`config.mk`:
```
export PLATFORM = sky130hd
export DESIGN_NAME = memchk_timer
export DESIGN_NICKNAME = d
export VERILOG_FILES = /design/src/rtl/memchk_pkg.sv /design/src/rtl/memchk_timer.sv
export SDC_FILE = /design/constraint.sdc
export NUM_CORES = 1
export LEC_CHECK = 0
export BUFFER_PORTS_ARGS = -buffer_cell sky130_fd_sc_hd__buf_2
export CAP_MARGIN = 30
export CORE_ASPECT_RATIO = 1.1
export CORE_UTILIZATION = 51
export CTS_CLUSTER_DIAMETER = 60
export DETAILED_ROUTE_END_ITERATION = 6
export PLACE_DENSITY_LB_ADDON = 0.05
export SYNTH_ARGS = -nofsm -noshare
export SYNTH_HDL_FRONTEND = slang
export SYNTH_SLANG_ARGS = --single-unit
```
`constraint.sdc`:
```
create_clock -name clk -period 1.8 [get_ports clk]
set_input_delay 0.36 -clock clk [delete_from_list [all_inputs] [get_ports clk]]
set_output_delay 0.36 -clock clk [all_outputs]
set_load 0.005 [all_outputs]
```
`src/rtl/memchk_pkg.sv`:
```
// Shared types and default parameters for the memory-write checker.
// The state encoding is visible on the checker's state output, so its values are fixed.
package memchk_pkg;

  typedef enum logic [2:0] {
    ST_IDLE    = 3'd0,
    ST_RUN     = 3'd1,
    ST_PASS    = 3'd2,
    ST_FAIL    = 3'd3,
    ST_TIMEOUT = 3'd4
  } state_e;

  localparam int unsigned DEF_DATA_W      = 16;
  localparam int unsigned DEF_ADR_W       = 13;
  localparam int unsigned DEF_N_EXP       = 4;
  localparam int unsigned DEF_TIMEOUT_CYC = 10000;
  localparam logic [1:0]  DEF_FAIL_MASK   = 2'b11;

  localparam logic [15:0] WR_COUNT_MAX = 16'hFFFF;

endpackage

```
`src/rtl/memchk_timer.sv`:
```
// RUN-cycle counter for the write checker. Clear beats enable, and the count parks at
// the terminal value so the flag stays asserted until the next clear.
module memchk_timer
  import memchk_pkg::*;
#(
  parameter int unsigned TIMEOUT_CYC = DEF_TIMEOUT_CYC
) (
  input  logic clk,
  input  logic reset,
  input  logic clr_i,
  input  logic en_i,
  output logic tc_o
);

  localparam int unsigned     CNT_W = $clog2(TIMEOUT_CYC);
  localparam logic [CNT_W-1:0] LAST = CNT_W'(TIMEOUT_CYC - 1);

  logic [CNT_W-1:0] count_q;

  always_ff @(posedge clk or negedge reset) begin
    if (!reset) begin
      count_q <= '0;
    end else if (clr_i) begin
      count_q <= '0;
    end else if (en_i && (count_q != LAST)) begin
      count_q <= count_q + CNT_W'(1);
    end
  end

  assign tc_o = (count_q == LAST);

endmodule

```
# Yosys cells after proc, flatten, opt, wreduce, memory -nomap -nowiden
# Index checks and enable logic that the tools add are counted.
# totals
word_cells,8
input_bits,4
reg_bits,14
output_inout_bits,1
# op_classes
n_addsub,1
eq_ne,2
muxes,2
n_reduce_logical,2
# ops
op,count
$mux W14,2
$add A14 B1 Y14 const B,1
$eq A14 B14 Y1 const B,1
$ne A14 B14 Y1 const B,1
$reduce_bool A2 Y1,1
$logic_and A1 B1 Y1,1

# Depth between registers and ports, before layout
# logic_depth
depth_word,4
mapped_depth,5
ltp_nobuf,5

# Worst setup path after synthesis
# No wires, ideal clock.
# synth_path
path_type,register to register
start,register count_q[0]
end,register count_q[1]
n_path_buf,0
required_time_ns,1.679
period_less_slack_ns,1.757
setup_time_ns,0.121
path_slack_ns,0.043
stages_incl_launch_ff,6
arrival_ns,1.636
path_cell_list,dfrtp_1 ha_1 or4b_1 o41ai_4 mux2i_1 nor2_1
# synth_via
elab_chain_cells,3
word_cells_on_any_way,6
cone_classes,add/sub (1); eq/ne (1); mux (2); reduce/logical (2)
# synth_lines
element,line_no,rtl
from (decl),memchk_timer.sv:18,logic [CNT_W-1:0] count_q;
from (signal assigned),memchk_timer.sv:26,count_q <= count_q + CNT_W'(1);
$add A14 B1 Y14 / $ne A14 B14 Y1 (equally long branches),"memchk_timer.sv:26, memchk_timer.sv:25",
$mux W14 / $logic_and A1 B1 Y1 (equally long branches),memchk_timer.sv:25,end else if (en_i && (count_q != LAST)) begin
$mux W14 / $reduce_bool A2 Y1 (equally long branches),-,
# Several ways; a longest one is shown, not always the timed one. The select of a mux whose other input is x is not followed.
# A chain may end at the register's enable or synchronous reset.

# Worst setup path after layout
# layout_path
start,register count_q[7]
end,output port tc_o
# layout_via
elab_chain_cells,1
# layout_lines
element,line_no,rtl
$eq A14 B14 Y1,memchk_timer.sv:30,assign tc_o = (count_q == LAST);
to (decl),memchk_timer.sv:12,output logic tc_o
# Every way passes these cells.

==> impl_results.md <==
- Synth cell types: 26
- Launch point of the worst reg-to-reg path: count_q[7]
- Status: finished, violations left
- Syn avg cell area: 9.94 um2
- Tcrit/Tclk final: 114%
- Crit. End Element: output port
- Register with the most flip-flops: count_q
- Sequential share of the synthesized area: 46.4%
- Worst R2R End: count_q[1]
- Critical path type: reg -> out
- Sw Ratio: 22.9%
- H-tree levels: 1
- FF+latch count, synth: 14
- Root Driver: clkbuf_4
- First-pass detailed-route iteration total: 4
- # Post-CTS Setup Buffers: 0
- Clock slew at reported path FFs: 0.09 ns
- I/O Buffers: 4
- CP arrival: 1.70 ns
- Worst hold slack: 0.427 ns
- Largest regs: count_q (14)
- Violated checks: negative setup slack
- Synth Cell Area: 756 um2
- Syn_nets: 81
- Antenna violations before repair: 0
- Layout cell share with drive strength beyond 1: 27.4%
- Nets: 101
- Logic pwr share: 7.5%
- Register Area: 350 um2
- GR Overflow Total: 0
- Clk Latency, worst-skew pair: 0.29 ns
- Slew Limit Fails: 0
- Net switching power figure: 0.137 mW
- Overall Power: 0.598 mW
- Total GRT Usage: 22.8%
- Die width: 38.7 um
- Total Wirelength: 1510 um
- Worst-case clock buffer depth: 2
- Peak Freq: 486 MHz
- Power density cells: 645 nW/um2
- Finished layout cell area: 928 um2
- Area Growth Syn to Fin: 22.8%
- DRT iter0 DRCs: 22
- Vias in the first global route: 572
- WP data required: 1.44 ns
- First-pass GRT wire length: 2520 um
- Area occupied by multi-input gates: 405 um2
- DP Wirelength: 1110 um
- Setup crit start kind: register
- CP Capture Point: tc_o
- Fillers: 105
- Largest net degree at the start of global routing: 17
- VDD IR max: 0.515 mV
- Slew headroom: 78.5%
- Sequential power share: 53.8%
- Commonest non-fill, non-tap cells in the layout: dfrtp_1, nor2_1, buf_4
- DRC viols: 0
- Rows: 14
- Final ANT Viol Nets: 0
- PnR worst setup slack: -0.256 ns
- Final Setup Violations: 1
- Total CTS buffers: 3
- Placer Congestion: 0.860
- Diodes inserted: 0
- Clock Skews: 0.00173 ns
- IO Pins: 5
- DR vias: 618
- Die Area: 1640 um2
- Cells after synthesis: 76
- Clock Power Share: 38.7%
- Clock sink total: 14
- Pint: 0.462 mW
- Critical path peak fanout: 2
- Via/cell ratio: 5.57
- YS warnings: 0
- Final Critical Period: 2.06 ns
- CTS tree: yes
- R2R setup slack: 0.07 ns
- Largest register FFs: 14
- Commonest non-fill, non-tap cell in the layout: dfrtp_1
- Initial Utilization: 55.3%
- Core ar.: 1370 um2
- TNS Setup: -0.256 ns
- Critical Path Start: count_q[7]
- Worst Tran Pin Value: 0.319 ns
- Leak pwr: 0.426 nW
- R2R depth: 4
- Place WS: 0.0212 ns
- DP Area: 873 um2
- Max Cap Violations: 0
- RSZ-0062 raised after global routing: true
- Hold Crit Class: in -> reg
- Final hold violations: 0
- Die height: 42.4 um
- Routed WL per cell: 13.6 um
-- Yosys cell counts --
master	count	area share, %
dfrtp_1	14	46
nor2_1	12	6.0
nand2_1	6	3.0
nand3_1	6	4.0
nor3_1	4	2.6
xor2_1	4	4.6
a21oi_1	3	2.0
nand4_1	3	2.5
nor4_1	3	2.5
xnor2_1	3	3.5
o21ai_0	2	1.3
or3_1	2	1.7
and4_1	1	1.2
buf_2	1	0.66
ha_1	1	1.7
inv_1	1	0.50
mux2_2	1	1.5
mux2i_1	1	1.3
nand2b_1	1	0.83
nor2b_1	1	0.83
nor4_4	1	2.8
o41ai_4	1	3.6
or3_2	1	0.99
or4_1	1	0.99
or4b_1	1	1.3
or4b_4	1	1.8
-- timing repair --
action,in CTS,in global routing
pin swaps,0,2
hold endpoints to repair,14,0
setup endpoints to repair,1,3
gates resized for setup,1,1
hold buffers,1,0
-- power groups by stage --
stage	clock network, mW	logic (mW)	registers (mW)
3_5_place_dp	0	0.0431	0.328
3_3_place_gp	0	0.0428	0.328
5_1_grt	0.251	0.0512	0.322
6_report	0.232	0.0449	0.322
4_1_cts	0.237	0.0456	0.322
2_1_floorplan	0	0.0182	0.329
-- how the worst min path moves through the flow --
stage          start          to  depth (start not counted)
2_1_floorplan  reset  count_q[0]                          0
3_3_place_gp   reset  count_q[8]                          1
3_5_place_dp   reset  count_q[9]                          1
4_1_cts        clr_i  count_q[5]                          2
5_1_grt        clr_i  count_q[0]                          2
6_report       clr_i  count_q[5]                          2
-- stage by stage --
stage	util (%)	std cells
3_5_place_dp	63.9	106
5_1_grt	67.9	111
3_3_place_gp	63.9	106
4_1_cts	67.6	111
6_report	67.9	111
2_1_floorplan	-	76
-- cells by family (layout without fill, tap and decap cells) --
logic type / Yosys count / count (layout) / synth area share [%]
AO/OA/AOI/OAI: 6 / 6 / 6.95
XOR/XNOR: 7 / 7 / 8.11
adder cells (fa/ha/maj): 1 / 1 / 1.66
buffers and inverters: 2 / 21 / 1.16
flip-flops: 14 / 14 / 46.4
multiplexers: 2 / 2 / 2.81
AND/OR/NAND/NOR: 44 / 44 / 32.9
-- cell type report --
cell class | instances | share of cell area [%]
Sequential cell | 14 | 37.7
Clock buffer | 4 | 3.91
Multi-Input combinational cell | 60 | 43.7
Inverter | 1 | 0.404
Timing Repair Buffer | 16 | 12.1
Tap cell | 16 | 2.16
-- routing by layer --
metal	global-route usage (%)	vias to the layer above	routed length, um
met4	14.5	0	31
met1	29.6	281	708
met5	0	-	0
met3	4.79	4	68
li1	-	314	-
met2	33.3	19	698
-- critical path, cell delays in order (launching register included) --
cell	delay [ns]
dfrtp_1	0.38
or4b_4	0.57
nor4_4	0.30
buf_2	0.16
Power figures use the tool's default switching activity.
